===== src/rtl/zx48_pkg.sv =====
// Shared definitions for the ZX48 memory subsystem: grant codes and widths.
package zx48_pkg;

  localparam int unsigned AW_DEFAULT = 21;
  localparam int unsigned DW         = 8;
  localparam int unsigned WAIT_W     = 8;

  // SRAM grant owner for the current access slot.
  typedef enum logic [1:0] {
    GNT_NONE = 2'd0,
    GNT_VID  = 2'd1,
    GNT_CPU  = 2'd2,
    GNT_AUX  = 2'd3
  } gnt_e;

  // Saturating increment used by the aux starvation counter.
  function automatic logic [WAIT_W-1:0] sat_inc(input logic [WAIT_W-1:0] v,
                                                input logic [WAIT_W-1:0] lim);
    sat_inc = (v >= lim) ? v : v + WAIT_W'(1);
  endfunction

endpackage


===== src/rtl/sram_arb_sel.sv =====
// Combinational priority selector: picks the owner of the next SRAM slot.
module sram_arb_sel
  import zx48_pkg::*;
(
  input  logic       i_slot_a,
  input  logic       i_vreq,
  input  logic       i_creq,
  input  logic       i_xreq,
  input  logic       i_starve,
  output logic [1:0] o_gnt_c
);

  // A slots favour video; B slots never grant video and let a starved aux jump the CPU.
  always_comb begin
    o_gnt_c = GNT_NONE;
    if (i_slot_a) begin
      if (i_vreq) begin
        o_gnt_c = GNT_VID;
      end else if (i_creq) begin
        o_gnt_c = GNT_CPU;
      end else if (i_xreq) begin
        o_gnt_c = GNT_AUX;
      end
    end else begin
      if (i_xreq && i_starve) begin
        o_gnt_c = GNT_AUX;
      end else if (i_creq) begin
        o_gnt_c = GNT_CPU;
      end else if (i_xreq) begin
        o_gnt_c = GNT_AUX;
      end
    end
  end

endmodule


===== src/rtl/sram_arbiter.sv =====
// Two-clock time-slot scheduler sharing one async 8-bit SRAM between video, CPU and aux.
module sram_arbiter
  import zx48_pkg::*;
#(
  parameter int unsigned AW           = AW_DEFAULT,
  parameter int unsigned AUX_MAX_WAIT = 8
) (
  input  logic          clock,
  input  logic          reset,
  input  logic          ce,
  input  logic          vReq,
  input  logic [AW-1:0] vA,
  output logic [7:0]    vDo,
  output logic          vAck,
  input  logic          cReq,
  input  logic          cWe,
  input  logic [AW-1:0] cA,
  input  logic [7:0]    cDi,
  output logic [7:0]    cDo,
  output logic          cAck,
  input  logic          xReq,
  input  logic          xWe,
  input  logic [AW-1:0] xA,
  input  logic [7:0]    xDi,
  output logic [7:0]    xDo,
  output logic          xAck,
  output logic [AW-1:0] ramA,
  output logic [7:0]    ramDo,
  output logic          ramDoe,
  input  logic [7:0]    ramDi,
  output logic          ramWe
);

  gnt_e              r_gnt;
  gnt_e              w_gnt_nxt;
  logic              r_h;
  logic              w_h_nxt;
  logic              r_we;
  logic              w_we_nxt;
  logic [WAIT_W-1:0] r_wait;
  logic [WAIT_W-1:0] w_wait_nxt;
  logic [AW-1:0]     r_ram_a;
  logic [AW-1:0]     w_ram_a_nxt;
  logic [7:0]        r_ram_do;
  logic [7:0]        w_ram_do_nxt;
  logic              r_ram_doe;
  logic              w_ram_doe_nxt;
  logic              r_ram_we;
  logic              w_ram_we_nxt;
  logic              r_v_ack;
  logic              w_v_ack_nxt;
  logic              r_c_ack;
  logic              w_c_ack_nxt;
  logic              r_x_ack;
  logic              w_x_ack_nxt;
  logic [7:0]        r_v_do;
  logic [7:0]        w_v_do_nxt;
  logic [7:0]        r_c_do;
  logic [7:0]        w_c_do_nxt;
  logic [7:0]        r_x_do;
  logic [7:0]        w_x_do_nxt;

  logic              w_bound;
  logic              w_slot_a;
  logic              w_vreq_m;
  logic              w_creq_m;
  logic              w_xreq_m;
  logic              w_starve;
  logic              w_sel_we;
  logic [1:0]        w_sel;

  // Slot framing: boundaries on every other edge; ce only matters at a boundary.
  assign w_bound  = ~r_h;
  assign w_slot_a = w_bound & ce;

  // The port finishing at this boundary still holds req in its ack clock; keep it out.
  assign w_vreq_m = vReq & (r_gnt != GNT_VID);
  assign w_creq_m = cReq & (r_gnt != GNT_CPU);
  assign w_xreq_m = xReq & (r_gnt != GNT_AUX);
  assign w_starve = (r_wait == WAIT_W'(AUX_MAX_WAIT));

  sram_arb_sel u_sel (
    .i_slot_a (w_slot_a),
    .i_vreq   (w_vreq_m),
    .i_creq   (w_creq_m),
    .i_xreq   (w_xreq_m),
    .i_starve (w_starve),
    .o_gnt_c  (w_sel)
  );

  // Next-state: complete the running access and launch the next one at each boundary.
  always_comb begin
    w_h_nxt       = ~r_h;
    w_gnt_nxt     = r_gnt;
    w_we_nxt      = r_we;
    w_wait_nxt    = r_wait;
    w_ram_a_nxt   = r_ram_a;
    w_ram_do_nxt  = r_ram_do;
    w_ram_doe_nxt = r_ram_doe;
    w_ram_we_nxt  = 1'b1;
    w_v_ack_nxt   = 1'b0;
    w_c_ack_nxt   = 1'b0;
    w_x_ack_nxt   = 1'b0;
    w_v_do_nxt    = r_v_do;
    w_c_do_nxt    = r_c_do;
    w_x_do_nxt    = r_x_do;
    w_sel_we      = 1'b0;

    if (w_bound) begin
      case (r_gnt)
        GNT_VID: begin
          w_v_ack_nxt = 1'b1;
          if (!r_we) w_v_do_nxt = ramDi;
        end
        GNT_CPU: begin
          w_c_ack_nxt = 1'b1;
          if (!r_we) w_c_do_nxt = ramDi;
        end
        GNT_AUX: begin
          w_x_ack_nxt = 1'b1;
          if (!r_we) w_x_do_nxt = ramDi;
        end
        default: ;
      endcase

      w_gnt_nxt = gnt_e'(w_sel);
      case (w_sel)
        GNT_VID: begin
          w_ram_a_nxt = vA;
        end
        GNT_CPU: begin
          w_ram_a_nxt = cA;
          w_sel_we    = cWe;
          if (cWe) w_ram_do_nxt = cDi;
        end
        GNT_AUX: begin
          w_ram_a_nxt = xA;
          w_sel_we    = xWe;
          if (xWe) w_ram_do_nxt = xDi;
        end
        default: ;
      endcase
      w_we_nxt      = w_sel_we;
      w_ram_doe_nxt = w_sel_we;

      if (w_sel == GNT_AUX) begin
        w_wait_nxt = '0;
      end else if (!w_slot_a && w_xreq_m) begin
        w_wait_nxt = sat_inc(r_wait, WAIT_W'(AUX_MAX_WAIT));
      end
    end else begin
      w_ram_we_nxt = ~((r_gnt != GNT_NONE) & r_we);
    end
  end

  // State and output registers with synchronous active-low reset.
  always_ff @(posedge clock) begin
    if (!reset) begin
      r_h       <= 1'b0;
      r_gnt     <= GNT_NONE;
      r_we      <= 1'b0;
      r_wait    <= '0;
      r_ram_a   <= '0;
      r_ram_do  <= '0;
      r_ram_doe <= 1'b0;
      r_ram_we  <= 1'b1;
      r_v_ack   <= 1'b0;
      r_c_ack   <= 1'b0;
      r_x_ack   <= 1'b0;
      r_v_do    <= '0;
      r_c_do    <= '0;
      r_x_do    <= '0;
    end else begin
      r_h       <= w_h_nxt;
      r_gnt     <= w_gnt_nxt;
      r_we      <= w_we_nxt;
      r_wait    <= w_wait_nxt;
      r_ram_a   <= w_ram_a_nxt;
      r_ram_do  <= w_ram_do_nxt;
      r_ram_doe <= w_ram_doe_nxt;
      r_ram_we  <= w_ram_we_nxt;
      r_v_ack   <= w_v_ack_nxt;
      r_c_ack   <= w_c_ack_nxt;
      r_x_ack   <= w_x_ack_nxt;
      r_v_do    <= w_v_do_nxt;
      r_c_do    <= w_c_do_nxt;
      r_x_do    <= w_x_do_nxt;
    end
  end

  assign vDo    = r_v_do;
  assign vAck   = r_v_ack;
  assign cDo    = r_c_do;
  assign cAck   = r_c_ack;
  assign xDo    = r_x_do;
  assign xAck   = r_x_ack;
  assign ramA   = r_ram_a;
  assign ramDo  = r_ram_do;
  assign ramDoe = r_ram_doe;
  assign ramWe  = r_ram_we;

endmodule


===== config.mk =====
export PLATFORM = sky130hd
export DESIGN_NAME = sram_arbiter
export DESIGN_NICKNAME = d
export VERILOG_FILES = /design/src/rtl/zx48_pkg.sv /design/src/rtl/sram_arb_sel.sv /design/src/rtl/sram_arbiter.sv
export SDC_FILE = /design/constraint.sdc
export NUM_CORES = 1
export LEC_CHECK = 0
export CAP_MARGIN = 40
export CELL_PAD_IN_SITES_DETAIL_PLACEMENT = 1
export CELL_PAD_IN_SITES_GLOBAL_PLACEMENT = 2
export CORE_MARGIN = 4
export CORE_UTILIZATION = 23
export DETAILED_ROUTE_END_ITERATION = 10
export PLACE_DENSITY = 0.87
export REMOVE_ABC_BUFFERS = 1
export SETUP_SLACK_MARGIN = 0.5
export SLEW_MARGIN = 15
export SYNTH_ARGS = -nofsm -noshare
export SYNTH_HDL_FRONTEND = slang
export SYNTH_SLANG_ARGS = --single-unit

===== constraint.sdc =====
create_clock -name clock -period 3.25 [get_ports clock]
set_input_delay 0.4875 -clock clock [delete_from_list [all_inputs] [get_ports clock]]
set_output_delay 0.4875 -clock clock [all_outputs]
set_load 0.02 [all_outputs]

After elaboration in Yosys (flattened, before gate mapping)
Index checks and enable logic that the tools add are counted.
- memory bits (writable): 0
- register bits after elaboration: 69
- input bits: 95
- memory bits (read-only): 0
- memories kept: 0
- output and inout bits: 58
- bits in latches: 0
- logic and storage cells: 68
- eq/ne operators: 13
- shift-type cells: 0
- reduce and logical (&&, ||, !) cells: 15
- divide/modulo/power cells: 0
- muxes and demuxes: 16
- $lt $le $gt $ge: 1
- bitwise gates (word level): 9
- add/sub/neg operators: 1
- multipliers: 0
- operators by type and width (operator ; number):
    case mux 21 bit (3 select lines) ; 1
    two-way mux 8 bit ; 5
    case mux 8 bit (2 select lines) ; 1
    AND reduction 3 bit ; 4
    two-way mux 2 bit ; 5
    inequality test 2 bit (second input constant) ; 5
    adder 8 x 1 -> 8 bit (second input constant) ; 1
    == test 2 bit (second input constant) ; 4
    == test 8 x 4 -> 1 bit (second input constant) ; 1
    >= comparator 8 x 4 -> 1 bit (second input constant) ; 1
    nonzero test 2 bit ; 3
    AND 1 bit ; 5
    == test 2 x 1 -> 1 bit (second input constant) ; 2
    inverter 1 bit ; 4
    AND reduction 2 bit ; 2
    AND reduction 4 bit ; 1
    two-way mux 1 bit ; 3
    nonzero test 3 bit ; 1
    logical AND 1 bit ; 2
    inequality test 2 x 1 -> 1 bit (second input constant) ; 1
    case mux 1 bit (2 select lines) ; 1
    OR reduction 2 bit ; 1
    zero test 1 bit ; 1

Depth between registers and ports, before layout
Gate-level depths: netlist of the first run.
- word-level depth: 9
- mapped depth: 10
- gate-level depth less buffers: 7

By module
From an unflattened synthesis of the first run, not the netlist that was laid out.
- cells, all modules: 321
- area, all modules: 3160.5 sq um
- modules (own cells, without submodules) (module ; cells an instance ; times used ; area each (sq um)):
    sram_arbiter ; 316 ; 1 ; 3130.5
    sram_arb_sel ; 5 ; 1 ; 30.0

Worst setup path after synthesis of the first run
Ideal clock, no wire load.
- path kind: reg-to-reg
- start: reg r_wait[0]
- end: reg r_ram_doe (netlist: ramDoe)
- buffers on the path: 3
- slack: 1.230 ns
- arrival time: 1.906 ns
- clock period less this slack: 2.020 ns
- stages on the path, launching flop included: 11
- data required time: 3.135 ns
- cells stage by stage: dfxtp_1 inv_1 ha_1 and3b_1 and4_1 buf_6 o2111a_1 buf_6 or2_1 buf_6 o21a_1
- word-level cells in the longest chain between the ends: 6
- elaborated cells between the ends (all ways): 7
- those cells by class: eq/ne (3); mux (3); reduce/logical (1)
- RTL lines (what ; RTL line ; RTL):
    start: declaration ; sram_arbiter.sv:40 ; logic [WAIT_W-1:0] r_wait;
    start signal: assignment ; sram_arbiter.sv:177 ; r_wait <= w_wait_nxt;
    == test 8 x 4 -> 1 bit * ; sram_arbiter.sv:80 ; assign w_starve = (r_wait == WAIT_W'(AUX_MAX_WAIT));
    logical AND 1 bit * ; sram_arb_sel.sv:25 ; if (i_xreq && i_starve) begin
    two-way mux 2 bit * ; sram_arb_sel.sv:25 ;
    two-way mux 2 bit * ; sram_arb_sel.sv:16 ; if (i_slot_a) begin
    == test 2 bit ; sram_arbiter.sv:127 ; case (w_sel)
    case mux 1 bit (2 select lines) * ; sram_arbiter.sv:127 ;
    end signal: assignment ; sram_arbiter.sv:180 ; r_ram_doe <= w_ram_doe_nxt;
    end: declaration ; sram_arbiter.sv:46 ; logic r_ram_doe;
Mark *: on every way between the ends. The rest lies on a longest branch, timed or not.
A chain may end at the register's enable or synchronous reset.

Worst setup path in the final report of the first run
- start: reg r_h
- end: reg r_ram_do[2] (netlist: ramDo[2])
- word-level cells in the longest chain between the ends: 6
- elaborated cells between the ends (all ways): 10
- those cells by class: eq/ne (4); mux (2); bitwise (2); reduce/logical (2)
- RTL lines (what ; RTL line ; RTL):
    start: declaration ; sram_arbiter.sv:36 ; logic r_h;
    start signal: assignment ; sram_arbiter.sv:174 ; r_h <= w_h_nxt;
    inverter 1 bit (no source line) * ; - ;
    AND 1 bit ; sram_arbiter.sv:74 ; assign w_slot_a = w_bound & ce;
    two-way mux 2 bit ; sram_arb_sel.sv:16 ;
    == test 2 bit ; sram_arbiter.sv:127 ;
    inequality test 2 bit (no source line) or nonzero test 2 bit (tied branches) ; - ;
    AND reduction 4 bit (no source line) ; - ;
    end signal: assignment ; sram_arbiter.sv:179 ; r_ram_do <= w_ram_do_nxt;
    end: declaration ; sram_arbiter.sv:44 ; logic [7:0] r_ram_do;
Marked as above.

==> out/metrics.cfg, run 1 <==
[status]
status=finished, final reports clean

[clocking]
cts.sinks=69
cts.hold.buffers_added=0
cts.root.buffer_cell=clkbuf_16
cts_resized=0
cts-buffers-inserted=9
cts_tree=done
clockBufferDepth=2
clk_pin_slew_ps=60
clk_latency_ps=330
htree_levels=3
cts_setup_buffers=0

[floorplan]
io_pins=153
design.core.area_sq_um=12800
dieArea_sq_um=15300
rows=41
die_width_microns=124
chipHeight_microns=124
start_util_pct=24.0

[sta]
post-route-worst-setup-slack_ps=830
tightest_slew_ps=842
slew_headroom_pct=43.6
fin_crit_ps=2420
fin_worst_skew_ps=7.39
holdWs_ps=458
clock.fmax_mhz=413
hold_viol=0
slew_viol_final=0
tns_ps=0
rsz0062_at_grt=false
post-route-period-util_pct=74.5
setup_viol=0

[setup_path]
path_class=flip-flop to flip-flop
reg2regPathDepth=5
cp_slowest_cell=dfxtp_1
cp_slowest_stage_delay_ps=690
r2r-end=ramDo[2]
r2r_slack_ps=830
crit_chain=nand2b_1 -> and4_1 -> o2111a_1 -> or2_1 -> a31oi_1
crit_required_ps=3450
end_kind=flip-flop
crit_fanout=16
critPathLaunchType=flip-flop
r2r-start=r_h
cp.arrival_ps=2620

[power]
power.density_nw_per_um2=483
ir_worst_vdd_uv=191
leakage_nw=1.77

[global_routing]
grt.overflow.total=0
grtUsageTotal_pct=15.7
antenna_found_initial=0
grt_pass1_vias=3491
grt_pass1_wl_microns=18400
grt_max_degree=39

[cells_and_area]
area_delta_synth_final_pct=63.0
diodes=0
drive_gt1_share_pct=5.70
n_fill_cell=1528
fin_cells=681
final_nets=601

[flow_run]
cap_violations=0

[logic_synthesis]
synth.distinct_cells=42
yosysSeqAreaShare_pct=45.0
syn_inst=361
synth_edf_count=0
synth_top_area_cell=dfxtp_1
synth_area_sq_um=3070
synth_most_common_cell=nand2_1
ys_ff_latch=69
synthFlopType=dfxtp_1
async_flop_share_pct=0
yosys-top-cells-area=dfxtp_1 (45%), nand2_1 (9.5%), a221oi_1 (5.7%)
syn_area_per_cell_sq_um=8.51
synth_warnings=0
synth.top_cell.area_share_pct=45.0
ys_top_cells_by_count=nand2_1 (78), dfxtp_1 (69), a21oi_1 (26), o21ai_0 (23), a221oi_1 (20)

[detailed_routing]
ant_nets=0
first_pass_iters=4
post_drt_wl_per_cell_microns=17.3
viasPerCell=4.78
drt_wl_total_microns=11800
drc=0
vias=3258
drt-initial-drc-count=104

[placed_design]
gp_congestion=0.768
hpwl_microns=9060
portBuffers=152
dp_slack_ps=500
dpl.cell_count=665

[worst_hold_path]
min_path_cells=2
min_path_type=flip-flop to flip-flop
hold_end=r_wait[4]
worstHoldStart=r_wait[4]

per-layer routing:
layer	wire (microns)	vias to the layer above	GRT usage (%)
met2	5640	131	26.7
met3	1260	12	6.95
li1	-	1575	-
met4	161	0	5.19
met1	4710	1540	17.5
met5	0	-	0
power breakdown:
group	internal, mW	switching, mW	leakage [nW]	total [mW]
Sequential	0.906	0.0415	0.565	0.947
Clock	0.554	0.377	0.138	0.931
Combinational	0.270	0.269	1.07	0.538
Total	1.73	0.687	1.77	2.42
flip-flops by register name, summed over array words and instances, names as in the netlist:
register  cells
cAck          1
cDo           8
r_gnt         2
r_h           1
r_wait        8
ramA         21
ramDo         8
ramDoe        1
ramWe         1
vAck          1
vDo           8
xAck          1
xDo           8
metrics by stage:
step	power [mW]	util (%)	cell area [sq um]
3_3_place_gp	1.50	36.9	4730
3_5_place_dp	1.51	36.9	4730
6_report	2.42	39.0	5010
5_1_grt	2.55	39.0	5010
2_1_floorplan	1.19	-	2950
4_1_cts	2.45	39.0	5010
how the worst max path moves through the flow:
stage | to | cells past startpoint | startpoint | slack [ps]
after global routing | ramDo[3] | 5 | r_h | 600
final | ramDo[2] | 5 | r_h | 830
after detailed placement | ramDo[3] | 6 | xReq | 500
after CTS | ramDo[3] | 5 | r_h | 820
after floorplan | ramA[0] | 7 | r_wait[0] | 710
after global placement | ramDo[1] | 6 | xReq | 630
final cells by class:
cell class                      instances  area, sq um  area share [%]
Tap cell                              172          215            4.30
Inverter                                6         22.5           0.450
Sequential cell                        69         1380            27.6
Clock inverter                          4         22.5           0.450
Clock buffer                           12          256            5.12
Timing Repair Buffer                  158         1560            31.2
Multi-Input combinational cell        260         1550            30.9
cells by family after synthesis:
family	synth area share [%]
fa+ha+maj	0.815
flops	45.0
buf+inv	4.81
mux	3.91
xor+xnor	0.285
simple gates	19.3
compound gates	25.9
placed cells by master, fill, tap and decap left out, types with 3 or more instances in the layout:
| master | count |
|---|---|
| clkdlybuf4s50_1 | 151 |
| nand2_1 | 78 |
| dfxtp_1 | 69 |
| a21oi_1 | 26 |
| o21ai_0 | 22 |
| a221oi_1 | 20 |
| a21boi_0 | 17 |
| mux2i_1 | 12 |
| nor2b_1 | 10 |
| nor2_1 | 9 |
| o31ai_1 | 9 |
| clkbuf_16 | 9 |
| a31oi_1 | 8 |
| nand3_1 | 7 |
| inv_1 | 6 |
| buf_4 | 6 |
| nand2b_1 | 4 |
| o21a_1 | 4 |
| nor3_1 | 4 |
| o211ai_1 | 3 |
| clkinv_2 | 3 |
critical path: cells and delay by family, from the launching register on:
family	cells	cell delay, ps
AOI/OAI and AO/OA	2	600
DFF	1	690
and+or+nand+nor	3	1000
(Power assumes the default switching activity.)
==> inputs of run 2 (changes only) <==
CORE_UTILIZATION = 22   (was 23)
PLACE_DENSITY = 0.84   (was 0.87)
clock period = 2.3 ns   (was 3.25 ns; I/O delays follow)
==> run 2 against run 1 <==
Fmax rose by 32%. Register-to-register slack got worse by 370 ps. Non-clock buffer count is 27 higher. Setup slack worse by 370 ps. Clock-buffer cell count grew 3. Critical path depth increased by 1. Clock skew decreased by 1.0 ps. Routed wire length is 6.1% higher. Total power increased by 51%. Design area increased by 13%.
==> out/metrics.cfg, run 2 (synthesized netlist as in run 1, its figures left out) <==
[cells_and_area]
final_common_cell=clkdlybuf4s50_1
final_nets=628
final_cell_mix=clkdlybuf4s50_1 (149), nand2_1 (78), dfxtp_1 (62)
diodes=0
final_util_pct=42.0
area_delta_synth_final_pct=83.8
drive_gt1_share_pct=19.6
largest_reg_flops=21
fin_cells=711

[power]
leakage_nw=2.03
p_comb_share_pct=26.1
sequentialPowerShare_pct=36.6
internal_power_mw=2.65
ir_worst_vdd_uv=284
p_sw_mw=1.01
netSwitchingFraction_pct=27.7
power.density_nw_per_um2=648
total_power_mw=3.66
clkPwrFrac_pct=37.2

[global_routing]
grt_pass1_wl_microns=19700
grt_max_degree=38
grt_pass1_vias=3696
grt.overflow.total=0
grtUsageTotal_pct=15.3
antenna_found_initial=0

[sta]
post-route-worst-setup-slack_ps=463
fin_crit_ps=1840
slew_headroom_pct=58.8
fin_worst_skew_ps=6.34
clock.fmax_mhz=544
setup_viol=0
post-route-period-util_pct=79.9
tightest_slew_ps=618
slew_viol_final=0
hold_viol=0
rsz0062_at_grt=true

[worst_hold_path]
worstHoldStart=vDo[3]
min_path_type=flip-flop to flip-flop

[detailed_routing]
vias=3381
viasPerCell=4.76
drt-initial-drc-count=102
drc=0
first_pass_iters=4
ant_nets=0
post_drt_wl_per_cell_microns=17.6
drt_wl_total_microns=12500

[status]
status=finished, final reports clean

[floorplan]
die_width_microns=126
rows=42
design.core.area_sq_um=13500
dieArea_sq_um=15900
start_util_pct=22.8
chipHeight_microns=126
io_pins=153

[setup_path]
crit_fanout=11
startpoint=r_wait[7]
cp.arrival_ps=2030
critPathLaunchType=flip-flop
r2r-start=r_wait[7]
path_class=flip-flop to flip-flop
end_kind=flip-flop
crit_required_ps=2500

[placed_design]
gp_congestion=0.858
hpwl_microns=8960
dp_slack_ps=-76.6
portBuffers=152
dpl.cell_count=688

[clocking]
clk_pin_slew_ps=60
clockBufferDepth=2
htree_levels=3
cts-buffers-inserted=9
cts.sinks=69
cts.hold.buffers_added=0
clk_latency_ps=320
cts_tree=done
cts.root.buffer_cell=clkbuf_16

[flow_run]
cap_violations=0

[run 2: critical path, cell delays in order, from the launching register on]
cell and delay (ps):
dfxtp_2 340, nor4_4 340, and4_4 360, nor3_4 90, buf_12 170, a221oi_4 280, a21oi_1 120
[run 2: metrics by stage]
step / cell area (sq um) / hold WS [ps] / TNS [ps]
2_1_floorplan: 2950 / 432 / -4860
3_3_place_gp: 4940 / 448 / -32.7
3_5_place_dp: 4940 / 453 / -159
4_1_cts: 5390 / 474 / 0
5_1_grt: 5650 / 495 / 0
6_report: 5650 / 470 / 0
[run 2: final cells by class]
type	instances	area (sq um)
fill	1556	7810
tap	176	220
timing repair buffer	185	1850
inverter	6	22.5
sequential	69	1390
multi-input combinational	260	1860
clock buffer	15	298
[run 2: power by group through the flow]
stage               sequential (mW)  combinational [mW]  clock [mW]
finish                         1.34               0.957        1.36
global route                   1.35                1.03        1.44
CTS                            1.34               0.885        1.40
detailed placement             1.36               0.842           0
global placement               1.36               0.826           0
floorplan                      1.44               0.236           0
[run 2: path summary, 6_finish.rpt]
kind | cells past startpoint | end | slack (ps)
hold reg to reg | 2 | vDo[3] | 470
setup reg to reg | 6 | ramA[14] | 460
setup / recovery | 6 | ramA[14] | 460
hold / removal | 2 | vDo[3] | 470
[run 2: timing repair]
action	CTS	global route
pin swaps	9	8
gates cloned	0	1
resized for setup	37	33
setup buffers	3	4
setup endpoints to repair	40	38
[run 2: per-layer routing]
metal | vias to the layer above | routed length [microns] | global-route usage, %
li1 | 1635 | - | -
met1 | 1618 | 5110 | 17.5
met2 | 119 | 6140 | 26.2
met3 | 9 | 1090 | 6.48
met4 | 0 | 148 | 4.23
met5 | - | 0 | 0
